--- src/rtl/ps2_menu_keys.sv ---
// PS/2 receiver + scancode decoder producing single-cycle menu key strobes.
// Latency: strobes/code_valid 1 clk after the cycle that detects the stop-bit falling edge.
// No backpressure: PS/2 is device-clocked, every completed byte is decoded immediately.
module ps2_menu_keys #(
    parameter int FILTER_LEN     = 8,
    parameter int TIMEOUT_CYCLES = 200000
) (
    input  logic       clk,
    input  logic       reset,
    input  logic       ps2_clk,
    input  logic       ps2_data,
    output logic       arrow_up,
    output logic       arrow_down,
    output logic       enter,
    output logic       esc,
    output logic [7:0] key_code,
    output logic       code_valid,
    output logic       frame_err
);

    localparam int FW = $clog2(FILTER_LEN + 1);
    localparam int TW = $clog2(TIMEOUT_CYCLES + 1);
    localparam logic [FW-1:0] FLT_LAST = FW'(FILTER_LEN - 1);
    localparam logic [TW-1:0] TO_LAST  = TW'(TIMEOUT_CYCLES - 1);

    typedef enum logic [1:0] {IDLE, DATA, PARITY, STOP} state_t;

    logic          clk_meta_q, clk_meta_d, clk_sync_q, clk_sync_d;
    logic          dat_meta_q, dat_meta_d, dat_sync_q, dat_sync_d;
    logic          filt_q, filt_d;
    logic [FW-1:0] filt_cnt_q, filt_cnt_d;
    logic          fall;
    state_t        state_q, state_d;
    logic [2:0]    bit_cnt_q, bit_cnt_d;
    logic [7:0]    shift_q, shift_d;
    logic          parity_q, parity_d;
    logic [TW-1:0] idle_cnt_q, idle_cnt_d;
    logic          ext_q, ext_d, brk_q, brk_d;
    // Bit order for held/strobe vectors: [3]=up [2]=down [1]=enter [0]=esc
    logic [3:0]    held_q, held_d;
    logic [3:0]    strobe_q, strobe_d;
    logic [7:0]    key_code_q, key_code_d;
    logic          code_valid_q, code_valid_d;
    logic          frame_err_q, frame_err_d;
    logic [8:0]    menu_key;
    logic [3:0]    menu_hit;

    assign menu_key = {ext_q, shift_q};

    always_comb begin
        menu_hit = 4'b0000;
        case (menu_key)
            9'h175:         menu_hit = 4'b1000;
            9'h172:         menu_hit = 4'b0100;
            9'h05A, 9'h15A: menu_hit = 4'b0010;
            9'h076:         menu_hit = 4'b0001;
            default:        menu_hit = 4'b0000;
        endcase
    end

    always_comb begin
        clk_meta_d   = ps2_clk;
        clk_sync_d   = clk_meta_q;
        dat_meta_d   = ps2_data;
        dat_sync_d   = dat_meta_q;
        filt_d       = filt_q;
        filt_cnt_d   = filt_cnt_q;
        fall         = 1'b0;
        state_d      = state_q;
        bit_cnt_d    = bit_cnt_q;
        shift_d      = shift_q;
        parity_d     = parity_q;
        idle_cnt_d   = idle_cnt_q;
        ext_d        = ext_q;
        brk_d        = brk_q;
        held_d       = held_q;
        strobe_d     = 4'b0000;
        key_code_d   = key_code_q;
        code_valid_d = 1'b0;
        frame_err_d  = 1'b0;

        // Level flips only after FILTER_LEN consecutive samples disagreeing with it
        if (clk_sync_q != filt_q) begin
            if (filt_cnt_q == FLT_LAST) begin
                filt_d     = clk_sync_q;
                filt_cnt_d = '0;
                fall       = filt_q;
            end else begin
                filt_cnt_d = filt_cnt_q + FW'(1);
            end
        end else begin
            filt_cnt_d = '0;
        end

        if (state_q == IDLE || fall) begin
            idle_cnt_d = '0;
        end else if (idle_cnt_q == TO_LAST) begin
            idle_cnt_d  = '0;
            state_d     = IDLE;
            frame_err_d = 1'b1;
            ext_d       = 1'b0;
            brk_d       = 1'b0;
        end else begin
            idle_cnt_d = idle_cnt_q + TW'(1);
        end

        if (fall) begin
            case (state_q)
                IDLE: begin
                    if (!dat_sync_q) begin
                        state_d   = DATA;
                        bit_cnt_d = 3'd0;
                    end
                end
                DATA: begin
                    shift_d = {dat_sync_q, shift_q[7:1]};
                    if (bit_cnt_q == 3'd7) state_d = PARITY;
                    else bit_cnt_d = bit_cnt_q + 3'd1;
                end
                PARITY: begin
                    parity_d = dat_sync_q;
                    state_d  = STOP;
                end
                default: begin
                    state_d = IDLE;
                    if (dat_sync_q && (^{shift_q, parity_q})) begin
                        key_code_d   = shift_q;
                        code_valid_d = 1'b1;
                        if (shift_q == 8'hE0) begin
                            ext_d = 1'b1;
                        end else if (shift_q == 8'hF0) begin
                            brk_d = 1'b1;
                        end else begin
                            ext_d = 1'b0;
                            brk_d = 1'b0;
                            if (brk_q) begin
                                held_d = held_q & ~menu_hit;
                            end else if ((menu_hit & ~held_q) != 4'b0000) begin
                                // Typematic repeats find the held flag set and stay silent
                                held_d   = held_q | menu_hit;
                                strobe_d = menu_hit;
                            end
                        end
                    end else begin
                        frame_err_d = 1'b1;
                        ext_d       = 1'b0;
                        brk_d       = 1'b0;
                    end
                end
            endcase
        end
    end

    always_ff @(posedge clk or posedge reset) begin
        if (reset) begin
            clk_meta_q   <= 1'b1;
            clk_sync_q   <= 1'b1;
            dat_meta_q   <= 1'b1;
            dat_sync_q   <= 1'b1;
            filt_q       <= 1'b1;
            filt_cnt_q   <= '0;
            state_q      <= IDLE;
            bit_cnt_q    <= 3'd0;
            shift_q      <= 8'h00;
            parity_q     <= 1'b0;
            idle_cnt_q   <= '0;
            ext_q        <= 1'b0;
            brk_q        <= 1'b0;
            held_q       <= 4'b0000;
            strobe_q     <= 4'b0000;
            key_code_q   <= 8'h00;
            code_valid_q <= 1'b0;
            frame_err_q  <= 1'b0;
        end else begin
            clk_meta_q   <= clk_meta_d;
            clk_sync_q   <= clk_sync_d;
            dat_meta_q   <= dat_meta_d;
            dat_sync_q   <= dat_sync_d;
            filt_q       <= filt_d;
            filt_cnt_q   <= filt_cnt_d;
            state_q      <= state_d;
            bit_cnt_q    <= bit_cnt_d;
            shift_q      <= shift_d;
            parity_q     <= parity_d;
            idle_cnt_q   <= idle_cnt_d;
            ext_q        <= ext_d;
            brk_q        <= brk_d;
            held_q       <= held_d;
            strobe_q     <= strobe_d;
            key_code_q   <= key_code_d;
            code_valid_q <= code_valid_d;
            frame_err_q  <= frame_err_d;
        end
    end

    assign arrow_up   = strobe_q[3];
    assign arrow_down = strobe_q[2];
    assign enter      = strobe_q[1];
    assign esc        = strobe_q[0];
    assign key_code   = key_code_q;
    assign code_valid = code_valid_q;
    assign frame_err  = frame_err_q;

endmodule

--- config.mk ---
export PLATFORM = sky130hd
export DESIGN_NAME = ps2_menu_keys
export DESIGN_NICKNAME = d
export VERILOG_FILES = /design/src/rtl/ps2_menu_keys.sv
export SDC_FILE = /design/constraint.sdc
export NUM_CORES = 1
export LEC_CHECK = 0
export ABC_AREA = 1
export CAP_MARGIN = 20
export CORE_UTILIZATION = 30
export DETAILED_ROUTE_END_ITERATION = 8
export MAX_ROUTING_LAYER = met4
export PLACE_DENSITY = 0.58
export SLEW_MARGIN = 10
export SYNTH_ARGS = -nofsm -noshare
export SYNTH_HDL_FRONTEND = slang
export SYNTH_SLANG_ARGS = --single-unit
--- constraint.sdc ---
create_clock -name clk -period 2.2 [get_ports clk]
set_input_delay 0.44 -clock clk [delete_from_list [all_inputs] [get_ports clk]]
set_output_delay 0.44 -clock clk [all_outputs]
set_load 0.005 [all_outputs]
==> results of run 1 <==
-- metrics by stage --
step | total power, W | setup WS (ns) | utilization
floorplan | 0.00127 | 0.255 | -
global placement | 0.00130 | 0.361 | 0.345
detailed placement | 0.00131 | 0.282 | 0.345
CTS | 0.00236 | 0.278 | 0.366
global route | 0.00242 | 0.0774 | 0.366
finish | 0.00233 | 0.289 | 0.366
-- layer usage --
metal	track usage	part of all wire	up-vias
met3	0.0285	0.027	10
met2	0.188	0.45	25
li1	-	-	1214
met5	-	0	-
met4	0.0455	0.015	0
met1	0.168	0.51	1091
-- worst max-delay path by stage --
stage / start / endpoint / depth (start not counted) / slack (ns)
final: filt_cnt_q[0] / flop / 12 / 0.29
after global routing: filt_cnt_q[0] / flop / 12 / 0.08
after global placement: idle_cnt_q[0] / idle_cnt_q[14] / 7 / 0.36
after CTS: idle_cnt_q[0] / idle_cnt_q[10] / 7 / 0.28
after detailed placement: idle_cnt_q[0] / idle_cnt_q[10] / 7 / 0.28
after floorplan: reset / asynchronous set/reset pin / 1 / 0.26
-- critical path, stage by stage (launching register included) --
cell	delay, ns
dfrtp_1	0.37
ha_1	0.20
nand2_1	0.07
nor2_2	0.13
inv_2	0.06
nor3_4	0.19
inv_2	0.10
nor2_4	0.15
nand2_2	0.09
a21oi_2	0.21
nand3_1	0.11
nand2_1	0.07
nand2_1	0.04
-- cell type report --
cell class	instances	area (sq um)	share of cell area
clock inverters	4	45.0	0.0125
flip-flops and latches	61	1530	0.426
repair buffers	19	198	0.0550
multi-input cells	244	1290	0.360
clock buffers	12	165	0.0459
well taps	133	166	0.0463
inverters	52	195	0.0543
-- registers in the layout (all words and copies together), names as in the netlist, 2 cells and up, named ones only --
signal      flops
strobe_q        4
filt_cnt_q      4
key_code        8
idle_cnt_q     18
shift_q         8
bit_cnt_q       3
state_q         2
-- where the power goes --
| part | total [W] | internal [W] | switching, W |
|---|---|---|---|
| clock network | 0.00104 | 0.000610 | 0.000431 |
| logic | 0.0000993 | 0.0000350 | 0.0000643 |
| registers | 0.00119 | 0.00116 | 0.0000243 |
-- cells by family after synthesis --
| kind of cell | after synthesis |
|---|---|
| fa+ha+maj | 4 |
| flops | 61 |
| buf+inv | 56 |
| simple gates | 195 |
| compound gates | 36 |
| xor+xnor | 9 |
-- layout by cell type, fill, tap and decap left out --
master and instances:
or3_1 1, inv_2 6, nand3_1 22, bufinv_16 1, xor2_1 6, o21ai_0 17
o21ai_2 8, a31oi_1 1, buf_12 1, and2_1 1, clkbuf_8 12, nor2_4 2
ha_1 4, nor3b_1 6, xnor2_2 1, clkinv_2 3, nor3_1 6, nor2_1 44
buf_4 1, nand2_4 1, nor3_2 4, a21oi_2 2, xnor2_1 2, clkdlybuf4s50_1 17
nand3b_1 3, dfrtp_1 56, inv_1 46, nand4_1 14, nor4_1 1, nand3_2 2
a21oi_1 8, nor2_2 2, nand2_2 7, nand2_1 78, dfstp_2 5, nor3_4 1
==> reports/metrics.yaml, run 1 <==
outcome:
  outcome: "finished, final reports clean"
pwr:
  p_per_area_nw_per_um2: 647
  vdd_drop_max_v: 0.000255
  p_leak_nw: 1.67
sta:
  finalSetupTns_ns: 0
  final_max_slew_viol_count: 0
  hold_ws_ns: 0.356
  rsz0062_at_grt: "no"
  fmax_mhz: 523
  hold_viol: 0
  tightest_slew_ns: 0.504
  period_needed_ns: 1.91
  setup-violations-final: 0
  finalCritPeriodShare: 0.869
  finClkSkew_ns: 0.00535
  slew_headroom: 0.661
worst_hold_path:
  min_from: "clk_meta_q"
  whs_path_depth: 0
  hold_path_class: "reg -> reg"
  whs_endpoint: "clk_sync_q"
placement:
  numPortBuffers: 17
  dp.cells: 509
  postPlaceCellArea_sq_um: 3390
  dpl.hpwl_um: 4060
  globalplace.congestion: 0.801
die:
  die_w_um: 103
  dieArea_sq_um: 10600
  core_sq_um: 9820
  start_util: 0.310
  rows: 36
  die_y_um: 103
  io_pins: 18
cells_and_area:
  nets: 395
  diodes: 0
  drive_gt1_frac: 0.151
  stdcell_count: 525
  finalInstanceArea_sq_um: 3600
  fillCellCount: 1044
  synthToLayoutAreaGrowth_pct: 18.0
synth:
  synth.distinct_cells: 33
  synth_top_family_by_area: "simple AND/OR/NAND/NOR gates"
  muxShareOfSynthArea: 0
  yosys.area.top_type: "dfrtp_1"
  yosysSeqAreaShare: 0.503
  ys.flop_type: "dfrtp_1"
  synthXorXnorAreaFrac: 0.0283
  async_reset_ff_frac: 1.00
  syn_inst: 361
  ys_warn_count: 0
  synth_fa_ha_area_frac: 0.0164
  synth_edf_count: 0
  synth_area_sq_um: 3050
  synth_nets: 369
  syn_avg_cell_area_sq_um: 8.44
  ys_ff_latch: 61
  synth_most_common_cell: "nand2_1"
  synth_compound_area_frac: 0.0718
  synth_common_cells: "nand2_1, dfrtp_1, inv_1"
  synth.area.top_cells: "dfrtp_1, nand2_1, inv_1"
  synth-simple-area-share: 0.308
  yosysTopAreaCellShare: 0.460
clocking:
  cts_htree_levels: 3
  cts_resized: 0
  cts_setup_buffers: 0
  hold_buffers: 0
  cts_tree: "yes"
  cts_sinks: 61
  numCtsBuffers: 9
  cts.clk_slew.worst_paths_ns: 0.07
  cts_buffer_depth: 2
  root_buffer: "clkbuf_8"
  insertion_delay_ns: 0.34
worst_setup_path:
  cp.arrival_ns: 2.14
  r2r_setup_slack_ns: 0.29
  start_kind: "flop"
  path_class: "reg -> reg"
  worstPathMaxFanout: 5
  cp.required_ns: 2.43
  reg2reg_from: "filt_cnt_q[0]"
  cp-end-kind: "flop"
  rr_worst_depth: 12
grt:
  grt_max_degree: 62
  grt.total_usage: 0.126
  antenna_found_initial: 0
  first_global_vias: 2216
  grt_pass1_wl_um: 10100
  overflow: 0
detailed_routing:
  drc: 0
  drt_first_iter_violations: 90
  drtAntennaViolNets: 0
  firstDrtPassIters: 4
  via_per_inst: 4.46
  vias: 2340
  wl_per_cell_um: 10.9
  wirelength_um: 5710
flow_run:
  cap_violations: 0
Note: power is estimated with default switching activity, not from simulation.
==> inputs of run 2 (changes only) <==
--- a/config.mk
+++ b/config.mk
@@ -6,7 +6,6 @@
 export NUM_CORES = 1
 export LEC_CHECK = 0
 export ABC_AREA = 1
-export CAP_MARGIN = 20
 export CORE_UTILIZATION = 30
 export DETAILED_ROUTE_END_ITERATION = 8
 export MAX_ROUTING_LAYER = met4
==> results of run 2 <==
Final layout, timing and power as in run 1 (identical DEF).
